--- config.mk ---
export PLATFORM = sky130hd
export DESIGN_NAME = gppm_sequencer
export DESIGN_NICKNAME = d
export VERILOG_FILES = /design/src/rtl/gppm_seq_pkg.sv /design/src/rtl/gppm_seq_pmem.sv /design/src/rtl/gppm_sequencer.sv
export SDC_FILE = /design/constraint.sdc
export NUM_CORES = 2
export LEC_CHECK = 0
export CAP_MARGIN = 40
export CORE_MARGIN = 4
export CORE_UTILIZATION = 60
export DETAILED_ROUTE_END_ITERATION = 10
export PLACE_DENSITY = 0.76
export SLEW_MARGIN = 5
export SYNTH_ARGS = -nofsm -noshare
export SYNTH_HDL_FRONTEND = slang
export SYNTH_SLANG_ARGS = --single-unit
export TNS_END_PERCENT = 10
--- constraint.sdc ---
create_clock -name clk -period 5.56 [get_ports clk]
set_input_delay 0.834 -clock clk [delete_from_list [all_inputs] [get_ports clk]]
set_output_delay 0.834 -clock clk [all_outputs]
set_load 0.01 [all_outputs]
--- src/rtl/gppm_seq_pkg.sv ---
// rtl/gppm_seq_pkg.sv - shared types and constants for the GPPM micro-program sequencer
package gppm_seq_pkg;

   localparam int PROG_W = 57;

   localparam logic [1:0] CTL_EXEC = 2'b00;
   localparam logic [1:0] CTL_BRZ  = 2'b01;
   localparam logic [1:0] CTL_JMP  = 2'b10;
   localparam logic [1:0] CTL_HALT = 2'b11;

   localparam int CTL_LSB    = 0;
   localparam int RA1_LSB    = 2;
   localparam int RA2_LSB    = 7;
   localparam int WA_LSB     = 12;
   localparam int ALU_OP_LSB = 17;
   localparam int WD_SEL_BIT = 21;
   localparam int WE_BIT     = 22;
   localparam int IMM_LSB    = 23;
   localparam int RSVD_LSB   = 55;

   // Field order matches the bit positions above, MSB first.
   typedef struct packed {
      logic [1:0]  rsvd;
      logic [31:0] imm;
      logic        we;
      logic        wd_sel;
      logic [3:0]  alu_op;
      logic [4:0]  wa;
      logic [4:0]  ra2;
      logic [4:0]  ra1;
      logic [1:0]  ctl;
   } prog_word_t;

   typedef enum logic [1:0] {
      IDLE,
      FETCH,
      DECODE
   } seq_state_t;

endpackage

--- src/rtl/gppm_seq_pmem.sv ---
// rtl/gppm_seq_pmem.sv - program memory, one write port, synchronous read with read enable
module gppm_seq_pmem #(
   parameter int ADDR_W = 6,
   parameter int DATA_W = 57
) (
   input  logic              clk,
   input  logic              we,
   input  logic [ADDR_W-1:0] waddr,
   input  logic [DATA_W-1:0] wdata,
   input  logic              re,
   input  logic [ADDR_W-1:0] raddr,
   output logic [DATA_W-1:0] rdata
);

   logic [DATA_W-1:0] mem [0:(1<<ADDR_W)-1];

   // rdata only moves on re, so a stalled decode keeps a stable word.
   always_ff @(posedge clk) begin
      if (we) mem[waddr] <= wdata;
      if (re) rdata <= mem[raddr];
   end

endmodule

--- src/rtl/gppm_sequencer.sv ---
// rtl/gppm_sequencer.sv - GPPM micro-program sequencer; GPPM_SEQ_STEP_EN adds single-step input
module gppm_sequencer
   import gppm_seq_pkg::*;
#(
   parameter int PC_W      = 6,
   parameter int MAX_STEPS = 1024
) (
   input  logic              clk,
   input  logic              rst,
   input  logic              start,
   input  logic [PC_W-1:0]   start_pc,
   input  logic              abort,
   input  logic              prog_we,
   input  logic [PC_W-1:0]   prog_addr,
   input  logic [PROG_W-1:0] prog_wdata,
`ifdef GPPM_SEQ_STEP_EN
   input  logic              step,
`endif
   input  logic              is_zero,
   output logic [4:0]        ra1,
   output logic [4:0]        ra2,
   output logic [4:0]        wa,
   output logic [3:0]        alu_op,
   output logic              wd_sel,
   output logic              rf_we,
   output logic [31:0]       imm,
   output logic              busy,
   output logic              done,
   output logic              err,
   output logic [PC_W-1:0]   pc
);

   seq_state_t        state_q, state_d;
   logic [PC_W-1:0]   pc_q, pc_d;
   logic [31:0]       steps_q, steps_d;
   logic [4:0]        ra1_q, ra2_q, wa_q;
   logic [3:0]        alu_op_q;
   logic              wd_sel_q;
   logic [31:0]       imm_q;
   logic [PROG_W-1:0] rdata;
   prog_word_t        word;
   logic              mem_we, mem_re, go, wd_hit, unused_rsvd;
   logic [PC_W-1:0]   target;

   assign mem_we = prog_we && (state_q == IDLE);
   assign mem_re = (state_q == FETCH);

   gppm_seq_pmem #(
      .ADDR_W (PC_W),
      .DATA_W (PROG_W)
   ) u_pmem (
      .clk   (clk),
      .we    (mem_we),
      .waddr (prog_addr),
      .wdata (prog_wdata),
      .re    (mem_re),
      .raddr (pc_q),
      .rdata (rdata)
   );

   assign word        = rdata;
   assign target      = word.imm[PC_W-1:0];
   assign unused_rsvd = ^word.rsvd;
   assign wd_hit      = (MAX_STEPS != 0) && (steps_q == 32'(MAX_STEPS - 1));

`ifdef GPPM_SEQ_STEP_EN
   assign go = step;
`else
   assign go = 1'b1;
`endif

   always_ff @(posedge clk or posedge rst) begin
      if (rst) begin
         state_q  <= IDLE;
         pc_q     <= '0;
         steps_q  <= '0;
         ra1_q    <= '0;
         ra2_q    <= '0;
         wa_q     <= '0;
         alu_op_q <= '0;
         wd_sel_q <= 1'b0;
         imm_q    <= '0;
      end else begin
         state_q  <= state_d;
         pc_q     <= pc_d;
         steps_q  <= steps_d;
         ra1_q    <= ra1;
         ra2_q    <= ra2;
         wa_q     <= wa;
         alu_op_q <= alu_op;
         wd_sel_q <= wd_sel;
         imm_q    <= imm;
      end
   end

   always_comb begin
      state_d = state_q;
      pc_d    = pc_q;
      steps_d = steps_q;
      rf_we   = 1'b0;
      done    = 1'b0;
      err     = 1'b0;
      ra1     = ra1_q;
      ra2     = ra2_q;
      wa      = wa_q;
      alu_op  = alu_op_q;
      wd_sel  = wd_sel_q;
      imm     = imm_q;
      case (state_q)
         IDLE: begin
            if (start) begin
               state_d = FETCH;
               pc_d    = start_pc;
               steps_d = '0;
            end
         end
         FETCH: begin
            state_d = abort ? IDLE : DECODE;
         end
         DECODE: begin
            ra1    = word.ra1;
            ra2    = word.ra2;
            alu_op = word.alu_op;
            if (word.ctl == CTL_EXEC) begin
               wa     = word.wa;
               wd_sel = word.wd_sel;
               imm    = word.imm;
            end
            if (abort) begin
               state_d = IDLE;
            end else if (go) begin
               steps_d = steps_q + 32'd1;
               state_d = FETCH;
               // HALT retiring on the last permitted step still counts as a clean finish.
               if (word.ctl == CTL_HALT) begin
                  done    = 1'b1;
                  state_d = IDLE;
               end else if (wd_hit) begin
                  err     = 1'b1;
                  state_d = IDLE;
               end else begin
                  case (word.ctl)
                     CTL_EXEC: begin
                        rf_we = word.we;
                        pc_d  = pc_q + 1'b1;
                     end
                     CTL_BRZ: pc_d = is_zero ? target : pc_q + 1'b1;
                     default: pc_d = target;
                  endcase
               end
            end
         end
         default: state_d = IDLE;
      endcase
   end

   assign busy = (state_q != IDLE);
   assign pc   = pc_q;

endmodule

; Word level (Yosys, flattened, before mapping)
; Memory sizes are Yosys's and may differ from the RTL's. A register that Yosys moved wholly into a read port is not among the register bits.
; Cells that the tools add are included.
[word_totals]
ff_bits = 92
ramBits = 3648
word_cells = 67
mem_count = 1
[op_classes]
n_addsub = 2
eq_ne = 9
n_mux = 39
n_reduce_logical = 7
[mem_list]
columns = name, words, word_bits, read_ports, rd_clocked_by_memory_dff, write_ports, line
row1 = u_pmem.mem, 64, 57, 1, 1, 1, gppm_seq_pmem.sv:15  ; logic [DATA_W-1:0] mem [0:(1<<ADDR_W)-1];
[op_table]
columns = op, n
row1 = 32-bit two-way mux, 4
row2 = 32-bit one-hot mux with 2 select lines, 1
row3 = "32-bit by 1-bit adder with 32-bit output, second input constant", 1
row4 = "32-bit by 10-bit == test with 1-bit output, second input constant", 1
row5 = 6-bit two-way mux, 5
row6 = 6-bit one-hot mux with 2 select lines, 2
row7 = 5-bit two-way mux, 4
row8 = 1-bit two-way mux, 19
row9 = "2-bit != test, second input constant", 4
row10 = "6-bit by 1-bit adder with 6-bit output, second input constant", 1
row11 = 2-bit one-hot mux with 3 select lines, 1
row12 = 5-bit AND reduction, 1
row13 = "2-bit by 1-bit == test with 1-bit output, second input constant", 2
row14 = "2-bit == test, second input constant", 2
row15 = 2-bit zero test, 2
row16 = 2-bit two-way mux, 2
row17 = 4-bit two-way mux, 1
row18 = 2-bit nonzero test, 2
row19 = 3-bit AND reduction, 1
row20 = 1-bit logical AND, 1

; Logic depth before layout (Yosys ltp)
[logic_depth]
ltp_word = 7
ltp_mapped = 11
mapped_depth_nobuf = 6

; Cells and area by module
; From an unflattened synthesis, not the netlist that was laid out.
[unflattened]
hier_cells = 6149
hier_area_um2 = 144339.7
[by_module_without_submodules]
columns = mod, instances, cells_each, area_each_um2, seq_area_each_um2
row1 = gppm_seq_pmem, 1, 5760, 140095.6, 111256.7
row2 = gppm_sequencer, 1, 389, 4244.1, 2302.2

; Least setup slack after synthesis
; No wires, ideal clock.
[synth_path]
kind = input port to flip-flop
start = in prog_addr[3]
end = mem u_pmem.mem[10][0] (enable)
setup_time_ns = 0.468
t_arrival_ns = 3.972
required_ns = 5.092
path_slack_ns = 1.120
stages = 4
n_path_buf = 2
cell_sequence = clkbuf_1 -> or3b_2 -> clkbuf_1 -> nor2_1
[synth_rtl]
columns = item, line
row1 = from (decl), gppm_sequencer.sv:14  ; input logic [PC_W-1:0] prog_addr,
row2 = to (decl), gppm_seq_pmem.sv:15
; Straight into the memory's write port.

; Worst setup path after layout
[layout_path]
start = reg state_q[0]
end = out wa[4]
[layout_between]
elab_chain_len = 2
[layout_lines]
columns = item, line
row1 = from (decl), gppm_sequencer.sv:33  ; seq_state_t state_q, state_d;
row2 = from (signal assigned), gppm_sequencer.sv:84  ; state_q <= state_d;
row3 = 2-bit == test, gppm_sequencer.sv:109  ; case (state_q)
row4 = 5-bit two-way mux, gppm_sequencer.sv:109
row5 = to (decl), gppm_sequencer.sv:22  ; output logic [4:0] wa,
; Every way passes these cells.

==> results.md <==
- Outcome: completed
- Critical path fanouts, max: 27
- Reg area: roughly 0.11 mm²
- Fmax: between 200 and 250 MHz
- Multi-input logic area: ~0.029 mm²
- Most common cell after layout, fill and taps aside: edfxtp_1
- DRC errors left: 0
- Initial antenna violation count: 24
- Routed length on met1: 129300 µm
- Yosys reg bits: 3667
- CP startpoint: state_q[0]$_DFFE_PP0P_
- Nets: between 6000 and 7000
- Clock latency on the worst-skew pair: 0.98 ns
- Seq/Total Area, Yosys: 0.7838
- Die H: 490.9 µm
- Chip width: roughly 490 µm
- Core ar.: 0.2323 mm²
- EDFF count, synth: 3575
- Kind of critical path: flip-flop to primary output
- Metal2 WL: about 180000 µm
- Vias per cell: between 7 and 8
- Synthesis-to-layout area growth: 14.13%
- Post-Syn Area: 0.1399 mm²
- Highest Signal Layer: met5
- Setup repair after global routing missed its margin: no
- Hold Slack: approximately 0.11 ns
- Leakage: ~0.051 µW
- Slew headroom: 0.2795
- DRT antenna net count: 0
- Primary FF master, synth: edfxtp_1
- Final clock skew: roughly 0.084 ns
- Synth cell types: between 50 and 60
- Dpl hpwl: ~200000 µm
- Max Slew Vio Count: 0
- Setup Fix Bufs, Post-CTS: 0
- Most frequent cells in the layout: edfxtp_1, mux4_2, clkbuf_16
- Setup TNS: 0 ns
- Share of cells above drive strength 1: 0.2910
- WL final: roughly 380000 µm
- CTS buffer count: 367
- Asr flop ratio synth: 0.02509
- Setup slack after layout: 1.010 ns
- Core Rows: about 180
- Count of endpoints failing setup in the final report: 0
- Initial core utilization: 0.6022
- GRT Util Overall: 0.3140
- DP Worst Slack: roughly 1.4 ns
- Number of fill cells: ~13000
- Crit path time final: approximately 4.6 ns
- Worst slew pin tran: between 1 and 1.5 ns
- Avg Inst Size Synth: about 23 µm²
- CP endpoint kind: primary output
- PortBufs: roughly 130
- Fin. Hold Viols: 0
- Required @ worst endpoint: between 4 and 5 ns
- Hold Crit Class: input port to flip-flop
- Clock Path Buffers: 4
- Routability cong.: between 0.8 and 0.9
- Gr ovfl total: 0
- Vias in the first global route: between 70000 and 80000
- Die area: 0.2410 mm²
- Warnings, synthesis: 0
- Syn_nets: between 6000 and 7000
- Worst Path Arrival: around 3.7 ns
- Final Total Pwr: between 70000 and 80000 µW
- Hold Startpoint: prog_wdata[2]
- DR pass1 iterations: 6
- DR WL/cell: a little under 40 µm
- CTS tree: yes
- Cts repair resizes: 0
- Vias: between 70000 and 80000
- Max Cap Violations: 0
- Period utilization: 0.8184
- CTS Sinks: approximately 3700
- Met3 Wirelength: between 40000 and 50000 µm
- Power density of the placed cells: roughly 460 mW/mm²
- Total number of H-tree levels: 5
- First-pass GRT wire length: ~530000 µm
- CTS Hold Bufs: 0
- Worst R2R Start: pc[1]$_DFFE_PP0P_
- Root buf cell: clkbuf_16
- VDD IR max: about 0.37 mV
- IO Pins: 137
- Largest net degree at the start of global routing: 144
- Reg clk slew, reported paths: approximately 0.06 ns
- Initial DRC Count: between 10000 and 15000
- Startpoint types: flip-flop
- Post-Synthesis Cells: 5986
routing by layer:
metal | vias to the layer above | track usage
li1 | 26654 | -
met1 | 36878 | 0.4319
met2 | 5743 | 0.4849
met3 | 1029 | 0.07300
met4 | 12 | 0.1514
met5 | - | 0
power breakdown:
group          internal (µW)  switching, µW  total [µW]
sequential             31000            586       31600
clock                  13800          10100       24000
combinational           8540          10100       18600
cells in the mapped netlist (21+ instances only):
library cell / n / share of area
a211oi_1: 26 / 0.0014
a21oi_1: 54 / 0.0019
a221o_1: 28 / 0.0020
a221oi_1: 31 / 0.0019
a22o_1: 22 / 0.0014
a22oi_1: 21 / 0.0011
buf_1: 39 / 0.0010
buf_2: 87 / 0.0031
buf_4: 53 / 0.0028
clkbuf_1: 138 / 0.0037
dfrtp_1: 92 / 0.016
edfxtp_1: 3575 / 0.77
mux2_2: 61 / 0.0049
mux2i_1: 218 / 0.016
mux4_2: 938 / 0.15
nand2_1: 131 / 0.0035
nand3_1: 29 / 0.0010
nor2_1: 112 / 0.0030
nor2b_1: 36 / 0.0016
nor4_1: 29 / 0.0013
o21ai_0: 29 / 0.0010
o221ai_1: 37 / 0.0023
o22ai_1: 27 / 0.0012
or3_1: 23 / 0.0010
registers in the layout, summed over array words and instances (netlist names):
register and count:
imm_q 32, wa_q 5, alu_op_q 4, u_pmem.mem 3520, state_q 2, pc 6, wd_sel_q 1, ra2_q 5
steps_q 32, u_pmem.rdata 55, ra1_q 5
critical path, stage by stage, from the launching register on:
cell             delay [ns]
dfrtp_1                0.50
nand2b_2               0.26
nor3_2                 0.30
buf_4                  0.70
mux2_2                 0.46
clkdlybuf4s50_1        0.50
worst paths after layout:
kind / end / slack, ns / depth (start not counted)
worst max-delay path: wa[4] / 1.01 / 5
min in group asynchronous: wa_q[3]$_DFF_PP0_ / 0.39 / 2
worst max register to register: u_pmem.rdata[18]$_DFFE_PN_ / 1.79 / 5
worst min-delay path: u_pmem.mem[60][2]$_DFFE_PP_ / 0.11 / 1
max in group asynchronous: ra1_q[0]$_DFF_PP0_ / 4.08 / 3
worst min register to register: ra2_q[2]$_DFF_PP0_ / 0.47 / 2
stage by stage:
stage / area [µm²] / utilization / cells
6_report: 159700 / 0.6873 / 9818
5_1_grt: 159700 / 0.6873 / 9814
4_1_cts: 159400 / 0.6860 / 9793
3_5_place_dp: 147900 / 0.6365 / 9142
3_3_place_gp: 146200 / 0.6295 / 9061
2_1_floorplan: 139900 / - / 5986
logic make-up (layout without fill, tap and decap cells):
kind of cell	after synthesis	in the layout	share of synthesized area
other cells	0	12	0
buf+inv	332	1109	0.01154
simple gates	423	423	0.01457
fa+ha+maj	2	2	0.0001788
xor+xnor	23	23	0.001440
compound gates	322	322	0.01697
mux	1217	1217	0.1715
flops	3667	3667	0.7838
cell type report:
cell class              instances  area share
diodes                         12   0.0001881
clock buffers                 471     0.06183
clock inverters               180     0.01023
inverters                       7   0.0001959
multi-input cells            1987      0.1828
flip-flops and latches       3667      0.6869
well taps                    3043     0.02385
repair buffers                451     0.03399
No activity file was read; power rests on OpenSTA's default activity.
